[src/rtl/uart_rx_fifo.sv]
// -----------------------------------------------------------------------------
// uart_rx_fifo
//   Bus-slave UART receiver. It deserialises 8N1 frames from the asynchronous
//   RX pin into a small circular FIFO. It exposes control, status, baud
//   divisor and receive-data registers. It raises a level interrupt while
//   received data is pending and the interrupt is enabled.
//
//   Optional feature macro: UART_RX_PARITY_EN
//     When defined, the block adds CTRL[2] parity_en and STATUS[4] parity_err
//     (sticky, write-1-to-clear). It also adds an even-parity bit state
//     between the data bits and the stop bit.
//
// Ports
//   clk        system clock
//   rst        synchronous active-high reset
//   HSEL       slave select
//   HADDR      address, only [3:0] decoded
//   HWRITE     1 = write, 0 = read
//   HWDATA     write data
//   HRDATA     read data, combinational while HSEL, otherwise 0
//   RX         asynchronous serial input, idle high
//   interrupt  registered level interrupt (irq_en & not_empty)
//
// Register map (HADDR[3:0])
//   0x0 CTRL    [0] rx_en, [1] irq_en, [2] parity_en (macro only)
//   0x4 STATUS  [0] not_empty, [1] full, [2] overrun W1C, [3] frame_err W1C,
//               [4] parity_err W1C (macro only)
//   0x8 BAUD    [15:0] clk cycles per bit; writes below 4 are clamped to 4
//   0xC RXDATA  [7:0] head byte; the first cycle of a read pops the byte
// -----------------------------------------------------------------------------
module uart_rx_fifo #(
    parameter int unsigned FIFO_DEPTH = 4,
    parameter logic [15:0] BAUD_RST   = 16'd434
) (
    input  logic        clk,
    input  logic        rst,
    input  logic        HSEL,
    input  logic [31:0] HADDR,
    input  logic        HWRITE,
    input  logic [31:0] HWDATA,
    output logic [31:0] HRDATA,
    input  logic        RX,
    output logic        interrupt
);

    localparam int unsigned IDX_W = $clog2(FIFO_DEPTH);
    localparam int unsigned PTR_W = IDX_W + 1;

    localparam logic [2:0] ST_IDLE   = 3'd0;
    localparam logic [2:0] ST_START  = 3'd1;
    localparam logic [2:0] ST_DATA   = 3'd2;
    localparam logic [2:0] ST_STOP   = 3'd4;
`ifdef UART_RX_PARITY_EN
    localparam logic [2:0] ST_PARITY = 3'd3;

    // Even parity over the data byte: 1 when the byte has an odd number of ones.
    function automatic logic even_parity(input logic [7:0] data);
        return ^data;
    endfunction
`endif

    // ------------------------------------------------------------------
    // Bus decode
    // ------------------------------------------------------------------
    logic [3:0] addr_s;
    logic       wr_s;
    logic       rd_data_s;
    logic       sts_wr_s;
    logic       unused_s;

    assign addr_s    = HADDR[3:0];
    assign wr_s      = HSEL & HWRITE;
    assign rd_data_s = HSEL & ~HWRITE & (addr_s == 4'hC);
    assign sts_wr_s  = wr_s & (addr_s == 4'h4);
    assign unused_s  = ^{HADDR[31:4], HWDATA[31:16]};

    // ------------------------------------------------------------------
    // Control and baud registers
    // ------------------------------------------------------------------
    logic        rx_en_r;
    logic        irq_en_r;
    logic [15:0] baud_r;
`ifdef UART_RX_PARITY_EN
    logic        parity_en_r;
`endif

    // CTRL and BAUD register writes; BAUD is clamped so half-bit timing stays sane.
    always_ff @(posedge clk) begin
        if (rst) begin
            rx_en_r     <= 1'b0;
            irq_en_r    <= 1'b0;
            baud_r      <= BAUD_RST;
`ifdef UART_RX_PARITY_EN
            parity_en_r <= 1'b0;
`endif
        end else begin
            if (wr_s && (addr_s == 4'h0)) begin
                rx_en_r     <= HWDATA[0];
                irq_en_r    <= HWDATA[1];
`ifdef UART_RX_PARITY_EN
                parity_en_r <= HWDATA[2];
`endif
            end
            if (wr_s && (addr_s == 4'h8)) begin
                baud_r <= (HWDATA[15:0] < 16'd4) ? 16'd4 : HWDATA[15:0];
            end
        end
    end

    // ------------------------------------------------------------------
    // RX synchroniser and falling-edge detect
    // ------------------------------------------------------------------
    logic rx_meta_r;
    logic rx_sync_r;
    logic rx_prev_r;
    logic fall_s;

    assign fall_s = rx_prev_r & ~rx_sync_r;

    // Two-flop synchroniser plus one history flop for edge detection.
    always_ff @(posedge clk) begin
        if (rst) begin
            rx_meta_r <= 1'b1;
            rx_sync_r <= 1'b1;
            rx_prev_r <= 1'b1;
        end else begin
            rx_meta_r <= RX;
            rx_sync_r <= rx_meta_r;
            rx_prev_r <= rx_sync_r;
        end
    end

    // ------------------------------------------------------------------
    // Receive state machine
    // ------------------------------------------------------------------
    logic [2:0]  state_r;
    logic [2:0]  state_nxt_s;
    logic [15:0] cnt_r;
    logic [15:0] cnt_nxt_s;
    logic [7:0]  shift_r;
    logic [7:0]  shift_nxt_s;
    logic [2:0]  idx_r;
    logic [2:0]  idx_nxt_s;
    logic        cnt_zero_s;
    logic [15:0] reload_s;
    logic [15:0] half_s;
    logic        push_req_s;
    logic        frame_err_set_s;
    logic        parity_err_set_s;

    assign cnt_zero_s = (cnt_r == 16'd0);
    // The counter reloads with divisor-1, so a full bit lasts exactly 'divisor' cycles.
    assign reload_s   = baud_r - 16'd1;
    assign half_s     = {1'b0, baud_r[15:1]};

    // Next-state, counter, shift register and frame-event decode.
    always_comb begin
        state_nxt_s      = state_r;
        cnt_nxt_s        = cnt_r;
        shift_nxt_s      = shift_r;
        idx_nxt_s        = idx_r;
        push_req_s       = 1'b0;
        frame_err_set_s  = 1'b0;
        parity_err_set_s = 1'b0;
        if (!rx_en_r) begin
            state_nxt_s = ST_IDLE;
        end else begin
            case (state_r)
                ST_IDLE: begin
                    if (fall_s) begin
                        cnt_nxt_s   = half_s;
                        state_nxt_s = ST_START;
                    end else begin
                        state_nxt_s = ST_IDLE;
                    end
                end
                ST_START: begin
                    if (cnt_zero_s) begin
                        if (!rx_sync_r) begin
                            cnt_nxt_s   = reload_s;
                            idx_nxt_s   = 3'd0;
                            state_nxt_s = ST_DATA;
                        end else begin
                            // Line went back high at mid-start: treat it as a glitch.
                            state_nxt_s = ST_IDLE;
                        end
                    end else begin
                        cnt_nxt_s = cnt_r - 16'd1;
                    end
                end
                ST_DATA: begin
                    if (cnt_zero_s) begin
                        shift_nxt_s = {rx_sync_r, shift_r[7:1]};
                        cnt_nxt_s   = reload_s;
                        if (idx_r == 3'd7) begin
`ifdef UART_RX_PARITY_EN
                            state_nxt_s = parity_en_r ? ST_PARITY : ST_STOP;
`else
                            state_nxt_s = ST_STOP;
`endif
                        end else begin
                            idx_nxt_s = idx_r + 3'd1;
                        end
                    end else begin
                        cnt_nxt_s = cnt_r - 16'd1;
                    end
                end
`ifdef UART_RX_PARITY_EN
                ST_PARITY: begin
                    if (cnt_zero_s) begin
                        parity_err_set_s = even_parity(shift_r) ^ rx_sync_r;
                        cnt_nxt_s        = reload_s;
                        state_nxt_s      = ST_STOP;
                    end else begin
                        cnt_nxt_s = cnt_r - 16'd1;
                    end
                end
`endif
                ST_STOP: begin
                    if (cnt_zero_s) begin
                        if (rx_sync_r) begin
                            push_req_s = 1'b1;
                        end else begin
                            frame_err_set_s = 1'b1;
                        end
                        state_nxt_s = ST_IDLE;
                    end else begin
                        cnt_nxt_s = cnt_r - 16'd1;
                    end
                end
                default: begin
                    state_nxt_s = ST_IDLE;
                end
            endcase
        end
    end

    // Receive state machine registers.
    always_ff @(posedge clk) begin
        if (rst) begin
            state_r <= ST_IDLE;
            cnt_r   <= 16'd0;
            shift_r <= 8'd0;
            idx_r   <= 3'd0;
        end else begin
            state_r <= state_nxt_s;
            cnt_r   <= cnt_nxt_s;
            shift_r <= shift_nxt_s;
            idx_r   <= idx_nxt_s;
        end
    end

    // ------------------------------------------------------------------
    // Receive FIFO
    // ------------------------------------------------------------------
    logic [7:0]       mem_r [FIFO_DEPTH];
    logic [PTR_W-1:0] wr_ptr_r;
    logic [PTR_W-1:0] rd_ptr_r;
    logic             rd_prev_r;
    logic             empty_s;
    logic             full_s;
    logic             pop_s;
    logic             push_s;
    logic             overrun_set_s;

    assign empty_s = (wr_ptr_r == rd_ptr_r);
    assign full_s  = (wr_ptr_r[IDX_W-1:0] == rd_ptr_r[IDX_W-1:0]) &&
                     (wr_ptr_r[PTR_W-1] != rd_ptr_r[PTR_W-1]);
    // Pop only on the first cycle of an RXDATA read, so a held strobe pops once.
    assign pop_s   = rd_data_s & ~rd_prev_r & ~empty_s;
    // A simultaneous pop frees the slot, so a push into a full FIFO still lands.
    assign push_s        = push_req_s & (~full_s | pop_s);
    assign overrun_set_s = push_req_s & full_s & ~pop_s;

    // FIFO storage, pointers and the read-strobe history flop.
    always_ff @(posedge clk) begin
        if (rst) begin
            for (int i = 0; i < FIFO_DEPTH; i++) begin
                mem_r[i] <= 8'd0;
            end
            wr_ptr_r  <= '0;
            rd_ptr_r  <= '0;
            rd_prev_r <= 1'b0;
        end else begin
            rd_prev_r <= rd_data_s;
            if (push_s) begin
                mem_r[wr_ptr_r[IDX_W-1:0]] <= shift_r;
                wr_ptr_r                   <= wr_ptr_r + 1'b1;
            end
            if (pop_s) begin
                rd_ptr_r <= rd_ptr_r + 1'b1;
            end
        end
    end

    // ------------------------------------------------------------------
    // Sticky status bits and interrupt
    // ------------------------------------------------------------------
    logic overrun_r;
    logic frame_err_r;
    logic parity_err_r;
    logic interrupt_r;

    // Sticky error flags: a new event takes priority over a same-cycle W1C.
    always_ff @(posedge clk) begin
        if (rst) begin
            overrun_r    <= 1'b0;
            frame_err_r  <= 1'b0;
            parity_err_r <= 1'b0;
        end else begin
            overrun_r    <= overrun_set_s    | (overrun_r    & ~(sts_wr_s & HWDATA[2]));
            frame_err_r  <= frame_err_set_s  | (frame_err_r  & ~(sts_wr_s & HWDATA[3]));
`ifdef UART_RX_PARITY_EN
            parity_err_r <= parity_err_set_s | (parity_err_r & ~(sts_wr_s & HWDATA[4]));
`else
            parity_err_r <= 1'b0;
`endif
        end
    end

    // Registered level interrupt: pending data and interrupt enabled.
    always_ff @(posedge clk) begin
        if (rst) begin
            interrupt_r <= 1'b0;
        end else begin
            interrupt_r <= irq_en_r & ~empty_s;
        end
    end

    assign interrupt = interrupt_r;

    // ------------------------------------------------------------------
    // Read mux
    // ------------------------------------------------------------------
    logic [31:0] ctrl_rd_s;
    logic [31:0] status_rd_s;
    logic [31:0] rxdata_rd_s;

`ifdef UART_RX_PARITY_EN
    assign ctrl_rd_s   = {29'd0, parity_en_r, irq_en_r, rx_en_r};
`else
    assign ctrl_rd_s   = {30'd0, irq_en_r, rx_en_r};
`endif
    assign status_rd_s = {27'd0, parity_err_r, frame_err_r, overrun_r, full_s, ~empty_s};
    assign rxdata_rd_s = empty_s ? 32'd0 : {24'd0, mem_r[rd_ptr_r[IDX_W-1:0]]};

    // Combinational read data, forced to 0 when the slave is not selected.
    always_comb begin
        HRDATA = 32'd0;
        if (HSEL) begin
            case (addr_s)
                4'h0:    HRDATA = ctrl_rd_s;
                4'h4:    HRDATA = status_rd_s;
                4'h8:    HRDATA = {16'd0, baud_r};
                4'hC:    HRDATA = rxdata_rd_s;
                default: HRDATA = 32'd0;
            endcase
        end else begin
            HRDATA = 32'd0;
        end
    end

endmodule

[config.mk]
export PLATFORM = sky130hd
export DESIGN_NAME = uart_rx_fifo
export DESIGN_NICKNAME = d
export VERILOG_FILES = /design/src/rtl/uart_rx_fifo.sv
export SDC_FILE = /design/constraint.sdc
export NUM_CORES = 1
export LEC_CHECK = 0
export BUFFER_PORTS_ARGS = -buffer_cell sky130_fd_sc_hd__buf_2
export CAP_MARGIN = 20
export CORE_ASPECT_RATIO = 1.2
export CORE_MARGIN = 2
export CORE_UTILIZATION = 50
export DETAILED_ROUTE_END_ITERATION = 10
export PLACE_DENSITY = 0.73
export SYNTH_ARGS = -nofsm -noshare
export SYNTH_HDL_FRONTEND = slang
export SYNTH_SLANG_ARGS = --single-unit
[constraint.sdc]
create_clock -name clk -period 3.45 [get_ports clk]
set_clock_uncertainty 0.05 [all_clocks]
set_input_delay 0.345 -clock clk [delete_from_list [all_inputs] [get_ports clk]]
set_output_delay 0.345 -clock clk [all_outputs]
set_load 0.1 [all_outputs]
==> results of run 1 <==
==> registers in the layout, summed over array words and instances (netlist names), named ones only <==
| signal | flops |
|---|---|
| irq_en_r | 1 |
| interrupt | 1 |
| cnt_r | 16 |
| rx_prev_r | 1 |
| mem_r | 32 |
| baud_r | 16 |
| idx_r | 3 |
| shift_r | 8 |
| rx_meta_r | 1 |
| frame_err_r | 1 |
| wr_ptr_r | 3 |
| rx_sync_r | 1 |
| overrun_r | 1 |
| state_r | 3 |
| rd_prev_r | 1 |
| rd_ptr_r | 3 |
| rx_en_r | 1 |
==> path summary, 6_finish.rpt <==
check | start | end | cells after the start
max | wr_ptr_r[0]$_SDFFE_PP0P_ | HRDATA[3] | 7
min | RX | rx_meta_r$_SDFF_PP1_ | 2
max reg2reg | cnt_r[0]$_SDFFE_PP0P_ | cnt_r[3]$_SDFFE_PP0P_ | 10
min reg2reg | rx_meta_r$_SDFF_PP1_ | rx_sync_r$_SDFF_PP1_ | 1
==> worst max-delay path, stage by stage, from the launching register on <==
cell and delay (ns):
dfxtp_1 0.59, xnor2_1 0.20, nand3_1 0.19, and3_1 0.25, and2_1 0.25, a222oi_1 0.31
nor2_1 0.10, buf_2 0.32
==> cell type report <==
cell class,instances,area (µm²)
inverter,12,45.0
clock inverter,6,57.6
fill,912,4320
sequential,95,2220
clock buffer,10,229
multi-input combinational,430,2720
tap,126,158
timing repair buffer,54,303
==> through the flow <==
stage	setup WS (ns)	util, %
3_5_place_dp	0.546	54.2
5_1_grt	0.326	57.0
3_3_place_gp	0.624	54.2
6_report	0.495	57.0
2_1_floorplan	0.396	-
4_1_cts	0.480	57.0
==> routing by layer <==
| metal | up-vias | part of all wire (%) | track usage, % |
|---|---|---|---|
| met4 | 0 | 3.1 | 9.11 |
| met5 | - | 0 | 0 |
| met1 | 2077 | 39 | 26.6 |
| met2 | 137 | 53 | 45.1 |
| li1 | 2087 | - | - |
| met3 | 35 | 4.8 | 4.10 |
==> synthesized netlist by cell type, drive strengths merged (2+ instances only) <==
cell,n
nor4b,2
or3b,2
xnor2,9
o21ai,27
nand4,3
nor2,49
o221ai,6
or4,4
nand2,73
buf,25
a22oi,6
mux4,8
or3,2
nand3b,2
or2,6
and3,14
inv,12
a32o,6
o2111ai,2
edfxtp,32
nand2b,3
nor4,15
mux2i,7
nor3b,3
nor3,13
nor2b,6
xor2,12
ha,6
a21oi,32
a31oi,4
a221oi,2
nand4b,3
and4b,2
and2,35
dfxtp,63
nand3,26
o211ai,5
clkbuf,22
a222oi,2
a211oi,5
==> power groups by stage <==
stage,clock [mW],combinational [mW],sequential [mW]
6_report,0.971,0.164,1.18
3_5_place_dp,0,0.163,1.21
2_1_floorplan,0,0.140,1.20
5_1_grt,1.04,0.172,1.18
4_1_cts,0.991,0.164,1.18
3_3_place_gp,0,0.161,1.21
==> cell usage in the layout, fill, tap and decap left out, types with 9 or more instances in the layout <==
| cell type | count |
|---|---|
| a21oi_1 | 32 |
| and2_1 | 35 |
| and3_1 | 14 |
| buf_2 | 41 |
| buf_4 | 13 |
| clkbuf_16 | 9 |
| conb_1 | 16 |
| dfxtp_1 | 63 |
| edfxtp_1 | 32 |
| inv_1 | 12 |
| nand2_1 | 73 |
| nand3_1 | 26 |
| nor2_1 | 49 |
| nor3_1 | 11 |
| nor4_1 | 13 |
| o21ai_0 | 19 |
| xnor2_1 | 9 |
| xor2_1 | 12 |
==> kinds of logic (layout without fill, tap and decap cells) <==
kind of cell,after synthesis,after routing,synth area share [%]
XOR/XNOR,21,21,3.55
other,1,16,0.0723
buffers and inverters,59,82,5.84
adder cells (fa/ha/maj),6,6,1.45
AND/OR/NAND/NOR,264,264,27.9
multiplexers,16,16,5.04
flip-flops,95,95,42.9
AO/OA/AOI/OAI,107,107,13.3
==> results.toml, run 1 <==
[status]
status = "complete, no violations"

[sta]
hold_violations = 0
maxSlewViolCount = 0
worstMarginPinSlew_ns = 0.762
maxSlewHeadroom_pct = 48.8
period_share_pct = 85.7
setup_viol = 0
timing.hold.ws_ns = 0.129
fmax_mhz = 338
finalSetupTns_ns = 0
fin_crit_ns = 2.96
rsz0062_at_grt = "false"

[place]
port_buffers = 41
gp_congestion = 0.913
dp.cells = 717
post_dp_cell_area_um2 = 5450
dp_hpwl_um = 9460

[setup_path]
r2r_slack_ns = 0.73
endpoint_kind = "output port"
cp_max_fo = 7
path_class = "flop to output port"
crit_required_ns = 3.05
cp-start-kind = "flop"
arrival_ns = 2.56

[floorplanning]
initial_utilization_pct = 51.5
io_pins = 102
rows = 40
die_x_um = 97.0
die-area_um2 = 11200
placeableCoreArea_um2 = 10100
die_y_um = 116

[synth]
synth_area_leaders = "dfxtp_1 (24%), edfxtp_1 (19%), nand2_1 (5.3%)"
synth_cell_type_count = 64
synth_seq_cells = 95
yosysTopAreaCell = "dfxtp_1"
syn_avg_cell_area_um2 = 9.11
yosysSeqAreaShare_pct = 42.9
synth_area_um2 = 5180
postSynth.asyncResetShare_pct = 0
synth_edf_count = 32
synth_cells = 569
synthFlopType = "dfxtp_1"
synth_top_area_share_pct = 24.3
ys.warnings.count = 0

[clock_tree]
root_buffer = "clkbuf_16"
htreeDepth = 3
cts_buffer_depth = 2
cts_setup_buffers = 0
cts_sinks = 95
postCtsResizedCells = 0
postCtsHoldBufs = 0
cts_tree = "done"
numCtsBuffers = 9
clk_latency_ns = 0.35
clk_pin_slew_ns = 0.07

[power_and_ir_drop]
swShare_pct = 26.2
p_seq_share_pct = 51.0
power.internal_mw = 1.71
pwr-share-comb_pct = 7.1
clkPwrFrac_pct = 41.9
peakVddDrop_mv = 0.390
powerDensity_nw_per_um2 = 404
power_mw = 2.32
p_switching_mw = 0.607
leakagePower_nw = 2.19

[detailed_routing]
num_vias = 4336
first_pass_iters = 5
routedWlPerCell_um = 17.4
drt-vias-per-instance = 5.92
route.detailed.drc = 0
drtIter0Drc = 240
drt-total-wl_um = 12800
ant_nets = 0

[final_layout]
fin_area_um2 = 5740
diodes = 0
syn_to_final_growth_pct = 10.6
finalNonFillerCells = 733
drive_gt1_share_pct = 15.7
nNetsFinal = 677

[grt]
grt_max_degree = 32
grt_pass1_wl_um = 21400
first_global_vias = 4333
antenna_found_initial = 0
gr-total-overflow = 0
track_usage_pct = 23.7

[flow_run]
maxCapViolations = 0

[worst_hold_path]
hp-class = "input pin to flop"
(Power assumes the default switching activity.)
==> inputs of run 2 (changes only) <==
--- a/config.mk
+++ b/config.mk
@@ -7,11 +7,13 @@
 export LEC_CHECK = 0
 export BUFFER_PORTS_ARGS = -buffer_cell sky130_fd_sc_hd__buf_2
 export CAP_MARGIN = 20
+export CELL_PAD_IN_SITES_DETAIL_PLACEMENT = 1
+export CELL_PAD_IN_SITES_GLOBAL_PLACEMENT = 2
 export CORE_ASPECT_RATIO = 1.2
 export CORE_MARGIN = 2
-export CORE_UTILIZATION = 50
+export CORE_UTILIZATION = 34
 export DETAILED_ROUTE_END_ITERATION = 10
-export PLACE_DENSITY = 0.73
+export PLACE_DENSITY_LB_ADDON = 0.1
 export SYNTH_ARGS = -nofsm -noshare
 export SYNTH_HDL_FRONTEND = slang
 export SYNTH_SLANG_ARGS = --single-unit
==> run 2 against run 1 <==
Clock power rose by 2%. Total power increased by 0.96%. Utilization is 18 points lower. Critical path depth unchanged. Sequential power barely moved. Via count shrank 0.85%. Sequential share of layout area is 0.83 points lower. Combinational power grew 3%. Critical endpoint is now HRDATA[2]. Sequential cell count unchanged. Maximum frequency fell by 0.26%.
==> results.toml, run 2 (same netlist as run 1, synthesis figures left out) <==
[detailed_routing]
drt-vias-per-instance = 5.27
drt-total-wl_um = 15500
ant_nets = 0
route.detailed.drc = 0
routedWlPerCell_um = 19.0
first_pass_iters = 5
num_vias = 4299
drtIter0Drc = 164

[setup_path]
reg2reg_from = "cnt_r[0]$_SDFFE_PP0P_"
critPathSlowestCell = "dfxtp_1"
critPathCapture = "HRDATA[2]"
cp-start-kind = "flop"
critPathMaxStageDelay_ns = 0.59
timing.rr.end = "mem_r[2][1]$_SDFFCE_PN0P_"
r2r_cells = 8
r2r_slack_ns = 0.72
arrival_ns = 2.57
endpoint_kind = "output port"
path_class = "flop to output port"
critical_path.cell_chain = "xnor2_1, nand3_1, and3_1, and2_1, a222oi_1, nor2_1, buf_2"
startpoint = "wr_ptr_r[0]$_SDFFE_PP0P_"
cp_max_fo = 7
crit_required_ns = 3.05

[sta]
worstMarginPinSlew_ns = 0.864
fmax_mhz = 337
maxSlewHeadroom_pct = 41.9
setup_ws_ns = 0.487
fin_crit_ns = 2.96
maxSlewViolCount = 0
rsz0062_at_grt = "false"
hold_violations = 0
setup_viol = 0
period_share_pct = 85.9
finalSetupTns_ns = 0
timing.hold.ws_ns = 0.127

[final_layout]
fillers = 1783
final_core_util_pct = 39.2
largest_register_ffs = 32
diodes = 0
final_cell_mix = "nand2_1 (73), dfxtp_1 (63), nor2_1 (49)"
drive_gt1_share_pct = 16.4
nNetsFinal = 681
largestRegisters = "mem_r x32, baud_r x16, cnt_r x16"
layout_commonest_cell = "nand2_1"
largest-register = "mem_r"
syn_to_final_growth_pct = 13.0

[power_and_ir_drop]
peakVddDrop_mv = 0.194
leakagePower_nw = 2.20
powerDensity_nw_per_um2 = 399

[floorplanning]
initial_utilization_pct = 34.7
die_x_um = 117
die_y_um = 139
rows = 49
io_pins = 102
die-area_um2 = 16300
placeableCoreArea_um2 = 15000

[place]
port_buffers = 41
gp_congestion = 0.809
dp_hpwl_um = 11600
place_ws_ns = 0.622

[clock_tree]
cts_setup_buffers = 0
cts_sinks = 95
postCtsResizedCells = 0
cts_tree = "done"
numCtsBuffers = 9
cts_buffer_depth = 2
htreeDepth = 3
clk_pin_slew_ns = 0.07
root_buffer = "clkbuf_16"
postCtsHoldBufs = 0
clk_latency_ns = 0.36

[grt]
gr-total-overflow = 0
grt_pass1_wl_um = 24500
met2_usage_pct = 35.5
grt_use_met3_pct = 3.61
grt_max_degree = 38
track_usage_pct = 20.0
use_met1_pct = 23.2
antenna_found_initial = 0
top_usage_layer = "met2"
first_global_vias = 4443

[worst_hold_path]
hp-class = "input pin to flop"
holdPathStages = 2

[status]
status = "complete, no violations"

[flow_run]
maxCapViolations = 0
==> run 2: cell types whose count changed in the layout (fill, tap and decap cells not counted) <==
cell / before / now
clkinv_4: 1 / 0
clkinvlp_4: 0 / 1
clkinv_2: 0 / 1
inv_6: 3 / 4
buf_4: 13 / 17
clkbuf_1: 1 / 0
inv_8: 2 / 1
==> run 2: per-layer routing <==
| metal | vias up | wire [µm] |
|---|---|---|
| met5 | - | 0 |
| met4 | 0 | 364 |
| met3 | 17 | 358 |
| met2 | 64 | 8350 |
| met1 | 2124 | 6430 |
| li1 | 2094 | - |
==> run 2: where the power goes <==
group	switching (mW)	internal, mW	leakage (nW)
logic	0.139	0.0302	1.24
clock network	0.485	0.504	0.139
registers	0.00975	1.17	0.826
total	0.634	1.71	2.20
==> run 2: cell type report <==
class                           instances  area (µm²)  area share (%)
Timing Repair Buffer                   58         333            5.68
Sequential cell                        95        2220            37.9
Tap cell                              204         255            4.36
Inverter                               12        45.0           0.769
Clock buffer                            9         225            3.84
Clock inverter                          7        58.8            1.00
Multi-Input combinational cell        430        2720            46.4
==> run 2: critical path, delay by kind of cell (launching register included) <==
kind | cells | cell delay [ns]
AOI/OAI and AO/OA | 1 | 0.30
xor gates and xnor gates | 1 | 0.20
buffers and inverters | 1 | 0.30
DFF | 1 | 0.59
and+or+nand+nor | 4 | 0.81
==> run 2: stage by stage <==
stage / total power [mW] / cells / area [µm²]
global placement: 1.37 / 799 / 5580
finish: 2.34 / 815 / 5860
global route: 2.42 / 815 / 5860
CTS: 2.37 / 815 / 5860
detailed placement: 1.38 / 799 / 5580
floorplan: 1.34 / 584 / 5240
==> run 2: how the worst min path moves through the flow <==
stage,startpoint,to,slack (ns)
finish,RX,rx_meta_r$_SDFF_PP1_,0.13
global route,RX,rx_meta_r$_SDFF_PP1_,0.13
CTS,RX,rx_meta_r$_SDFF_PP1_,0.11
detailed placement,rx_meta_r$_SDFF_PP1_,rx_sync_r$_SDFF_PP1_,0.35
global placement,rx_meta_r$_SDFF_PP1_,rx_sync_r$_SDFF_PP1_,0.34
floorplan,rx_meta_r$_SDFF_PP1_,rx_sync_r$_SDFF_PP1_,0.34
==> inputs of run 3 (changes only) <==
--- a/config.mk
+++ b/config.mk
@@ -5,11 +5,11 @@
 export SDC_FILE = /design/constraint.sdc
 export NUM_CORES = 1
 export LEC_CHECK = 0
-export BUFFER_PORTS_ARGS = -buffer_cell sky130_fd_sc_hd__buf_2
+export ABC_CLOCK_PERIOD_IN_PS = 3450
+export BUFFER_PORTS_ARGS = -buffer_cell sky130_fd_sc_hd__buf_4
 export CAP_MARGIN = 20
 export CELL_PAD_IN_SITES_DETAIL_PLACEMENT = 1
 export CELL_PAD_IN_SITES_GLOBAL_PLACEMENT = 2
-export CORE_ASPECT_RATIO = 1.2
 export CORE_MARGIN = 2
 export CORE_UTILIZATION = 34
 export DETAILED_ROUTE_END_ITERATION = 10
==> run 3 against run 2 <==
Die area barely moved. Sequential share of layout area fell by 0.61 points. Non-clock buffer count did not move. Total power rose by 1.1%. Clock power barely moved. Worst setup slack got worse by 0.12 ns. Global-route usage fell by 1.2 points. Design area rose by 1.6%. Count of clock-buffer cells in the layout did not move. Sequential cell count did not move. Critical endpoint unchanged. Largest power group unchanged.
==> results.toml, run 3 (same netlist as run 1, synthesis figures left out) <==
[status]
status = "complete, no violations"

[setup_path]
crit_required_ns = 3.05
arrival_ns = 2.69
cp-start-kind = "flop"
reg2reg_from = "cnt_r[0]$_SDFFE_PP0P_"
critPathMaxStageDelay_ns = 0.58
crit_buf_inv = 1
path_delay_family = "simple AND/OR/NAND/NOR gates"
critPathSlowestCell = "dfxtp_1"
path_class = "flop to output port"
startpoint = "wr_ptr_r[0]$_SDFFE_PP0P_"
endpoint_kind = "output port"
critical_path.cell_chain = "xnor2_1, nand3_1, and3_1, and2_1, a222oi_1, nor2_1, buf_4"
cp_max_fo = 7

[sta]
fmax_mhz = 324
hold_violations = 0
rsz0062_at_grt = "false"
maxSlewViolCount = 0
setup_viol = 0
worstMarginPinSlew_ns = 0.795
maxSlewHeadroom_pct = 46.9
finalSetupTns_ns = 0
fin_crit_ns = 3.08
period_share_pct = 89.4
timing.hold.ws_ns = 0.115

[clock_tree]
postCtsHoldBufs = 0
clk_pin_slew_ns = 0.07
root_buffer = "clkbuf_16"
htreeDepth = 3
numCtsBuffers = 9
clk_latency_ns = 0.36
cts_buffer_depth = 2
postCtsResizedCells = 0
cts_sinks = 95
cts_setup_buffers = 0
cts_tree = "done"

[final_layout]
nNetsFinal = 681
syn_to_final_growth_pct = 14.9
drive_gt1_share_pct = 16.4
largest_register_ffs = 32
layout_commonest_cell = "nand2_1"
largest-register = "mem_r"
largestRegisters = "mem_r x32, baud_r x16, cnt_r x16"
diodes = 0
final_cell_mix = "nand2_1 (73), dfxtp_1 (63), buf_4 (58)"

[place]
port_buffers = 41
dp_hpwl_um = 11000
gp_congestion = 0.787

[grt]
track_usage_pct = 18.8
antenna_found_initial = 0
first_global_vias = 4392
grt_max_degree = 52
grt_pass1_wl_um = 23600
gr-total-overflow = 0

[detailed_routing]
wl_met2_um = 7490
num_vias = 4264
ant_nets = 0
drt-total-wl_um = 14700
route.detailed.drc = 0
drt-vias-per-instance = 5.34
dr_wl_met3_um = 296
highest_layer = "met4"
drtIter0Drc = 148
routedWlPerCell_um = 18.4
first_pass_iters = 6
m1WireLength_um = 6490

[floorplanning]
die_x_um = 127
die_y_um = 127
placeableCoreArea_um2 = 15000
rows = 45
die-area_um2 = 16300
io_pins = 102
initial_utilization_pct = 34.5

[worst_hold_path]
hold_start = "RX"
hp-class = "input pin to flop"

[power_and_ir_drop]
peakVddDrop_mv = 0.234
p_switching_mw = 0.643
powerDensity_nw_per_um2 = 397
power.internal_mw = 1.72
swShare_pct = 27.2
pwr-share-comb_pct = 7.3
p_seq_share_pct = 50.0
leakagePower_nw = 2.23
clkPwrFrac_pct = 42.7

[flow_run]
maxCapViolations = 0
[run 3: cell count changes in the layout (fill, tap and decap cells not counted), sizes merged]
cell,previous run,this run
clkinv,1,3
clkinvlp,1,0
inv,17,16
[run 3: per-layer routing]
metal	global-route usage, %	vias up
li1	-	2092
met1	22.7	2095
met2	33.3	50
met5	0	-
met4	8.53	0
met3	2.76	27
[run 3: layout make-up]
class | instances | area, µm²
timing repair buffer | 58 | 435
multi-input combinational | 430 | 2720
clock buffer | 9 | 225
inverter | 12 | 45.0
sequential | 95 | 2220
clock inverter | 7 | 72.6
tap | 188 | 235
fill | 1736 | 9080
[run 3: worst paths after layout]
check,end,slack (ns),cells after the start
max,HRDATA[2],0.37,7
min,rx_meta_r$_SDFF_PP1_,0.12,2
max reg2reg,cnt_r[5]$_SDFFE_PP0P_,0.82,10
min reg2reg,rx_sync_r$_SDFF_PP1_,0.36,1
[run 3: power groups by stage]
stage / Sequential (mW) / Clock, mW / Combinational [mW]
2_1_floorplan: 1.20 / 0 / 0.140
3_3_place_gp: 1.21 / 0 / 0.172
3_5_place_dp: 1.21 / 0 / 0.174
4_1_cts: 1.18 / 1.04 / 0.174
5_1_grt: 1.18 / 1.09 / 0.182
6_report: 1.18 / 1.01 / 0.173
[run 3: metrics by stage]
step	setup slack [ns]	instance area (µm²)	std cells	utilization [%]	total power, mW
final	0.367	5960	799	39.6	2.36
after global routing	0.224	5960	799	39.6	2.45
after CTS	0.362	5960	799	39.6	2.40
after detailed placement	0.750	5660	783	37.6	1.38
after global placement	0.759	5660	783	37.6	1.38
after floorplan	0.396	5240	584	-	1.34
[run 3: worst register-to-register path, cell delays in order, from the launching register on]
cell and delay, ns:
dfxtp_1 0.38, inv_1 0.10, ha_1 0.24, nor3b_2 0.17, buf_4 0.15, and4b_1 0.19
buf_4 0.18, a31o_2 0.36, or4_1 0.51, o211ai_1 0.11, a32o_1 0.14
